File: src/rtl/program_loader_pkg.sv
// Shared types, sizing constants and small decode helpers for the program loader.
package program_loader_pkg;

  localparam int         DEPTH = 32;      // instruction words held
  localparam int         AW    = 5;       // log2(DEPTH)
  localparam logic [7:0] NOP   = 8'h00;   // word served when nothing valid can be fetched

  typedef enum logic [2:0] {
    IDLE   = 3'd0,
    HEADER = 3'd1,
    LOAD   = 3'd2,
    CHECK  = 3'd3,
    RUN    = 3'd4
  } state_t;

  // True in the states that take bytes from the load stream.
  function automatic logic f_is_loading(input state_t s);
    return (s == HEADER) || (s == LOAD) || (s == CHECK);
  endfunction

  // A length byte is usable when it is non-zero and fits in the RAM.
  // Compared at 9 bits so a DEPTH of 256 would still work.
  function automatic logic f_len_ok(input logic [7:0] l);
    return (l != 8'd0) && ({1'b0, l} <= 9'(DEPTH));
  endfunction

endpackage

File: src/rtl/program_loader_if.sv
// Fetch bus, byte-wide load stream and status lines between host/CPU and the loader.
interface program_loader_if;

  logic [7:0] instruction_address;
  logic [7:0] instruction;
  logic       load_start;
  logic       load_valid;
  logic [7:0] load_data;
  logic       load_ready;
  logic       cpu_reset;
  logic       loading;
  logic       load_error;
  logic [7:0] load_count;

  // Loader side.
  modport slave (
    input  instruction_address, load_start, load_valid, load_data,
    output instruction, load_ready, cpu_reset, loading, load_error, load_count
  );

  // Host / CPU side.
  modport master (
    output instruction_address, load_start, load_valid, load_data,
    input  instruction, load_ready, cpu_reset, loading, load_error, load_count
  );

endinterface

File: src/rtl/program_loader_instr_ram.sv
// Instruction RAM: one synchronous write port, one registered read port.
// The array itself is never reset; only the read register is.
import program_loader_pkg::NOP;

module instr_ram #(
  parameter int DEPTH = 32,
  parameter int AW    = 5
) (
  input  logic          clk,
  input  logic          rst,
  input  logic          i_we,
  input  logic [AW-1:0] i_waddr,
  input  logic [7:0]    i_wdata,
  input  logic          i_re,
  input  logic [AW-1:0] i_raddr,
  output logic [7:0]    o_rdata
);

  logic [7:0] r_mem [DEPTH];
  logic [7:0] r_rdata;

  // Write port: store the accepted program byte.
  always_ff @(posedge clk) begin
    if (i_we) begin
      r_mem[i_waddr] <= i_wdata;
    end
  end

  // Read port: registered word, NOP when disabled or colliding with a write.
  always_ff @(posedge clk or posedge rst) begin
    if (rst) begin
      r_rdata <= NOP;
    end else if (i_re && !(i_we && (i_waddr == i_raddr))) begin
      r_rdata <= r_mem[i_raddr];
    end else begin
      r_rdata <= NOP;
    end
  end

  assign o_rdata = r_rdata;

endmodule

File: src/rtl/program_loader.sv
// Program loader: downloads a length-prefixed, checksummed program into
// instruction RAM, holds the CPU in reset while loading, then serves fetches.
import program_loader_pkg::*;

module program_loader (
  input  logic             oscillator,
  input  logic             reset,
  program_loader_if.slave  bus
);

  state_t     r_state;
  state_t     w_next_state;
  logic [7:0] r_len;
  logic [7:0] r_count;
  logic [7:0] r_sum;
  logic       r_load_error;
  logic       r_cpu_reset;
  logic       r_load_ready;
  logic       r_loading;

  logic       w_accept;
  logic       w_start_dl;
  logic       w_we;
  logic       w_rd_en;
  logic [7:0] w_rdata;

  // r_load_ready always equals the state decode, so this is valid && ready.
  assign w_accept   = bus.load_valid && r_load_ready;
  assign w_start_dl = bus.load_start && ((r_state == IDLE) || (r_state == RUN));
  assign w_we       = (r_state == LOAD) && w_accept;
  // len never exceeds DEPTH, so addr < len also rules out addr >= DEPTH.
  assign w_rd_en    = (r_state == RUN) && (bus.instruction_address < r_len);

  // Next-state decode for the download sequence.
  always_comb begin
    w_next_state = r_state;
    case (r_state)
      IDLE: begin
        if (bus.load_start) w_next_state = HEADER;
        else                w_next_state = IDLE;
      end
      HEADER: begin
        if (w_accept) begin
          if (f_len_ok(bus.load_data)) w_next_state = LOAD;
          else                         w_next_state = IDLE;
        end else begin
          w_next_state = HEADER;
        end
      end
      LOAD: begin
        if (w_accept && (r_count == (r_len - 8'd1))) w_next_state = CHECK;
        else                                         w_next_state = LOAD;
      end
      CHECK: begin
        if (w_accept) begin
          if (bus.load_data == r_sum) w_next_state = RUN;
          else                        w_next_state = IDLE;
        end else begin
          w_next_state = CHECK;
        end
      end
      RUN: begin
        if (bus.load_start) w_next_state = HEADER;
        else                w_next_state = RUN;
      end
      default: w_next_state = IDLE;
    endcase
  end

  // State register plus outputs registered from the next state.
  always_ff @(posedge oscillator or posedge reset) begin
    if (reset) begin
      r_state      <= IDLE;
      r_cpu_reset  <= 1'b1;
      r_load_ready <= 1'b0;
      r_loading    <= 1'b0;
    end else begin
      r_state      <= w_next_state;
      r_cpu_reset  <= (w_next_state != RUN);
      r_load_ready <= f_is_loading(w_next_state);
      r_loading    <= f_is_loading(w_next_state);
    end
  end

  // Download bookkeeping: length, byte count, running checksum, sticky error.
  always_ff @(posedge oscillator or posedge reset) begin
    if (reset) begin
      r_len        <= 8'd0;
      r_count      <= 8'd0;
      r_sum        <= 8'd0;
      r_load_error <= 1'b0;
    end else if (w_start_dl) begin
      r_count      <= 8'd0;
      r_sum        <= 8'd0;
      r_load_error <= 1'b0;
    end else if ((r_state == HEADER) && w_accept) begin
      if (f_len_ok(bus.load_data)) r_len        <= bus.load_data;
      else                         r_load_error <= 1'b1;
    end else if (w_we) begin
      r_count <= r_count + 8'd1;
      r_sum   <= r_sum + bus.load_data;
    end else if ((r_state == CHECK) && w_accept && (bus.load_data != r_sum)) begin
      r_load_error <= 1'b1;
    end else begin
      r_count <= r_count;
    end
  end

  instr_ram #(
    .DEPTH (DEPTH),
    .AW    (AW)
  ) u_ram (
    .clk     (oscillator),
    .rst     (reset),
    .i_we    (w_we),
    .i_waddr (r_count[AW-1:0]),
    .i_wdata (bus.load_data),
    .i_re    (w_rd_en),
    .i_raddr (bus.instruction_address[AW-1:0]),
    .o_rdata (w_rdata)
  );

  assign bus.instruction = w_rdata;
  assign bus.load_ready  = r_load_ready;
  assign bus.cpu_reset   = r_cpu_reset;
  assign bus.loading     = r_loading;
  assign bus.load_error  = r_load_error;
  assign bus.load_count  = r_count;

endmodule

File: src/flat_wrapper.sv
// flat-port wrapper written by rule: the top's interface ports become plain ports
module program_loader_flat 
  (oscillator, reset, bus_instruction_address, bus_load_start, bus_load_valid, bus_load_data, bus_instruction, bus_load_ready, bus_cpu_reset, bus_loading, bus_load_error, bus_load_count);
  program_loader_if bus_i ();
  input  logic oscillator;
  input  logic reset;
  input wire logic [$bits(bus_i.instruction_address)-1:0] bus_instruction_address;
  input wire logic [$bits(bus_i.load_start)-1:0] bus_load_start;
  input wire logic [$bits(bus_i.load_valid)-1:0] bus_load_valid;
  input wire logic [$bits(bus_i.load_data)-1:0] bus_load_data;
  output wire logic [$bits(bus_i.instruction)-1:0] bus_instruction;
  output wire logic [$bits(bus_i.load_ready)-1:0] bus_load_ready;
  output wire logic [$bits(bus_i.cpu_reset)-1:0] bus_cpu_reset;
  output wire logic [$bits(bus_i.loading)-1:0] bus_loading;
  output wire logic [$bits(bus_i.load_error)-1:0] bus_load_error;
  output wire logic [$bits(bus_i.load_count)-1:0] bus_load_count;
  assign bus_i.instruction_address = bus_instruction_address;
  assign bus_i.load_start = bus_load_start;
  assign bus_i.load_valid = bus_load_valid;
  assign bus_i.load_data = bus_load_data;
  assign bus_instruction = bus_i.instruction;
  assign bus_load_ready = bus_i.load_ready;
  assign bus_cpu_reset = bus_i.cpu_reset;
  assign bus_loading = bus_i.loading;
  assign bus_load_error = bus_i.load_error;
  assign bus_load_count = bus_i.load_count;
  program_loader u_core (.oscillator(oscillator), .reset(reset), .bus(bus_i));
endmodule
File: config.mk
export PLATFORM = sky130hd
export DESIGN_NAME = program_loader_flat
export DESIGN_NICKNAME = d
export VERILOG_FILES = /design/src/rtl/program_loader_pkg.sv /design/src/rtl/program_loader_if.sv /design/src/rtl/program_loader_instr_ram.sv /design/src/rtl/program_loader.sv /design/src/flat_wrapper.sv
export SDC_FILE = /design/constraint.sdc
export NUM_CORES = 1
export LEC_CHECK = 0
export ABC_AREA = 1
export BUFFER_PORTS_ARGS = -buffer_cell sky130_fd_sc_hd__buf_2
export CORE_ASPECT_RATIO = 0.9
export CORE_MARGIN = 5
export CORE_UTILIZATION = 54
export DETAILED_ROUTE_END_ITERATION = 12
export GPL_TIMING_DRIVEN = 0
export HOLD_SLACK_MARGIN = 0.08
export PLACE_DENSITY_LB_ADDON = 0.3
export SKIP_CTS_REPAIR_TIMING = 1
export SYNTH_ARGS = -nofsm -noshare
export SYNTH_HDL_FRONTEND = slang
export SYNTH_SLANG_ARGS = --single-unit
File: constraint.sdc
create_clock -name oscillator -period 1.99 [get_ports oscillator]
set_input_delay 0.2985 -clock oscillator [delete_from_list [all_inputs] [get_ports oscillator]]
set_output_delay 0.2985 -clock oscillator [all_outputs]
set_load 0.05 [all_outputs]
==> results.sh <==
export IMPL_preCtsSetupSlack_ns=-0.5805
export IMPL_final_common_cell="nand2_1"
export IMPL_arrival_ns=2.15
export IMPL_ys_types=32
export IMPL_maxCapViolCount=0
export IMPL_numCtsBuffers=30
export IMPL_setup_ws_ns=0.07237
export IMPL_num_nets_final=1344
export IMPL_dpl_cell_area_sq_mm=0.01341
export IMPL_mostFrequentLayoutCells="nand2_1 (389), edfxtp_1 (256), nand3_1 (239)"
export IMPL_crit_path_cell_trace="inv_1, nand3_1, nor2_4"
export IMPL_cts_sinks=294
export IMPL_h_tree_depth=1
export IMPL_clockBufferDepth=3
export IMPL_rsz0062_at_grt="true"
export IMPL_wl_per_cell_microns=21.41
export IMPL_ir_drop_mv=0.5810
export IMPL_syn2layout_area_growth_pct=16.68
export IMPL_synth_warning_count=0
export IMPL_internal_power_mw=10.91
export IMPL_worst_setup_path_start_kind="flip-flop"
export IMPL_fin_skew_ns=0.02340
export IMPL_cp_max_fo=8
export IMPL_postSynthCellCount=1217
export IMPL_routed_wl_mm=34.89
export IMPL_slowest_stage="dfrtp_1"
export IMPL_outcome="finished, final reports clean"
export IMPL_hpwl_mm=22.66
export IMPL_grt_pass1_wl_mm=52.33
export IMPL_worst_pin_slew_ns=0.9060
export IMPL_die_h_microns=156.2
export IMPL_clkTransAtPathRegs_ns=0.06
export IMPL_hold_ws_ns=0.2822
export IMPL_post_route_cell_area_sq_mm=0.01497
export IMPL_finalCriticalPeriod_ns=1.918
export IMPL_p_leak_nw=5.943
export IMPL_grtUsageTotal_pct=25.74
export IMPL_cts_tree="built"
export IMPL_ant_nets=0
export IMPL_die_area_sq_mm=0.02695
export IMPL_grt_pass1_vias=9122
export IMPL_slew_viol_final=0
export IMPL_cts_root_buffer="clkbuf_16"
export IMPL_path_buf_inv=1
export IMPL_vias=9482
export IMPL_power_frac_seq_pct=47.4
export IMPL_multi_input_area_sq_mm=0.003870
export IMPL_clock_fmax_ghz=0.5215
export IMPL_firstDrtPassIters=6
export IMPL_vias_per_cell=5.817
export IMPL_fin_util_pct=63.96
export IMPL_grt_remaining_overflow=0
export IMPL_core_rowCount=53
export IMPL_crit_required_ns=2.22
export IMPL_power_share_clock_pct=39.3
export IMPL_grt_met1_usage_pct=36.77
export IMPL_ios=40
export IMPL_synth_seq_cells=294
export IMPL_use_met3_pct=5.481
export IMPL_worstSetupPathType="flip-flop to flip-flop"
export IMPL_io_buffers=39
export IMPL_antenna_cells=0
export IMPL_synth_fp_nets=1257
export IMPL_grt_busiest_layer="met2"
export IMPL_fp_dieW_microns=172.5
export IMPL_synth_avg_cell_area_sq_um=10.54
export IMPL_max_stage_delay_ns=0.49
export IMPL_hold_class="primary input to flip-flop"
export IMPL_clk_latency_ns=0.57
export IMPL_ys_seq_area_share_pct=67.33
export IMPL_cpLargestDelayFamily="simple AND/OR/NAND/NOR gates"
export IMPL_drt_iter0_markers=1295
export IMPL_final_hold_violation_count=0
export IMPL_grtUsageMet2_pct=40.01
export IMPL_core_area_sq_mm=0.02341
export IMPL_slew_headroom_pct=39.60
export IMPL_drive_gt1_share_pct=14.16
export IMPL_nFillCells=1743
export IMPL_netlist_area_sq_mm=0.01283
export IMPL_grt_max_degree=39
export IMPL_placed_cells=1558
export IMPL_regArea_sq_mm=0.008641
export IMPL_combPwrFrac_pct=13.3
export IMPL_power_switching_share_pct=25.84
export IMPL_antenna_found_initial=1
export IMPL_setup_viol=0
export IMPL_end_kind="flip-flop"
export IMPL_fin_crit_sh_pct=96.36
export IMPL_power_density_mw_per_mm2=982.8
export IMPL_final_cell_count_no_fill=1630
export IMPL_gp_congestion=0.9193
export IMPL_power_switching_mw=3.802
export IMPL_route_detailed_drc=0
export IMPL_start_util_pct=54.81
-- tightest hold or removal path, cell delays in order --
cell and delay (ns):
buf_2 0.09, nand2_1 0.19, a211oi_1 0.13, nand3_1 0.08
-- synth_stat cells (all sizes together) --
master,number,area share [%]
dfstp,1,0.20
nand2,393,12
o21bai,1,0.059
nand4,9,0.44
nor3,5,0.23
clkbuf,12,0.35
o21a,2,0.12
ha,19,1.9
buf,45,2.1
a31oi,1,0.049
nand3,242,9.5
inv,73,2.1
o21ai,19,0.74
xor2,1,0.068
o22ai,1,0.049
a211oi,2,0.12
fa,1,0.16
nor2,78,2.3
a21oi,14,0.55
dfrtp,37,7.2
edfxtp,256,60
or2,2,0.097
xnor2,3,0.20
-- power groups by stage --
stage / clock network [mW] / logic [mW] / registers (mW)
6_report: 5.78 / 1.96 / 6.97
5_1_grt: 6.05 / 2.20 / 6.99
4_1_cts: 5.81 / 1.88 / 6.97
3_5_place_dp: 0 / 1.87 / 7.10
3_3_place_gp: 0 / 1.82 / 7.09
2_1_floorplan: 0 / 1.23 / 7.17
-- per-layer routing --
layer	up-vias	wire (microns)
li1	4327	-
met1	4506	13750
met2	544	15940
met3	103	3880
met4	2	1311
met5	-	7
-- cell families (layout without fill, tap and decap cells) --
| kind of cell | after synthesis | count (layout) | share of synthesized area (%) |
|---|---|---|---|
| buffers and inverters | 130 | 241 | 4.622 |
| adder cells (fa/ha/maj) | 20 | 20 | 2.009 |
| AND/OR/NAND/NOR | 729 | 729 | 24.09 |
| flip-flops | 294 | 294 | 67.33 |
| AO/OA/AOI/OAI | 40 | 40 | 1.677 |
| XOR/XNOR | 4 | 4 | 0.2731 |
-- final cells by class --
cell class,count,share of cell area (%)
sequential,294,57.71
multi-input combinational,793,25.85
clock buffer,43,5.674
timing repair buffer,55,3.059
tap,302,2.524
buffer,57,2.173
inverter,73,1.830
clock inverter,13,1.178
-- final timing paths --
kind / start / to / slack [ns] / depth (start not counted)
setup / recovery: u_core.bus.load_count[2]$_DFFE_PP0P_ / u_core.u_ram.r_mem[11][6]$_DFFE_PP_ / 0.07 / 3
setup reg to reg: u_core.bus.load_count[2]$_DFFE_PP0P_ / u_core.u_ram.r_mem[11][6]$_DFFE_PP_ / 0.07 / 3
min in group asynchronous: reset / u_core.r_sum[3]$_DFFE_PP0P_ / 0.48 / 3
hold / removal: bus_load_valid / u_core.bus.load_ready$_DFF_PP0_ / 0.28 / 4
max in group asynchronous: reset / u_core.bus.load_ready$_DFF_PP0_ / 0.89 / 3
hold reg to reg: u_core.r_sum[3]$_DFFE_PP0P_ / u_core.r_sum[3]$_DFFE_PP0P_ / 0.49 / 2
-- state kept, by name (all words and copies together), names as in the netlist, 3 cells and up --
register,cells
u_core.u_ram.o_rdata,8
u_core.bus.load_count,8
u_core.r_sum,8
u_core.u_ram.r_mem,256
u_core.r_len,8
u_core.r_state,3
-- through the flow --
stage | setup TNS, ns | power (mW)
floorplan | 0 | 8.393
global placement | -85.17 | 8.916
detailed placement | -98.16 | 8.965
CTS | -98.71 | 14.66
global route | 0 | 15.24
finish | 0 | 14.71
Power figures use the tool's default switching activity.
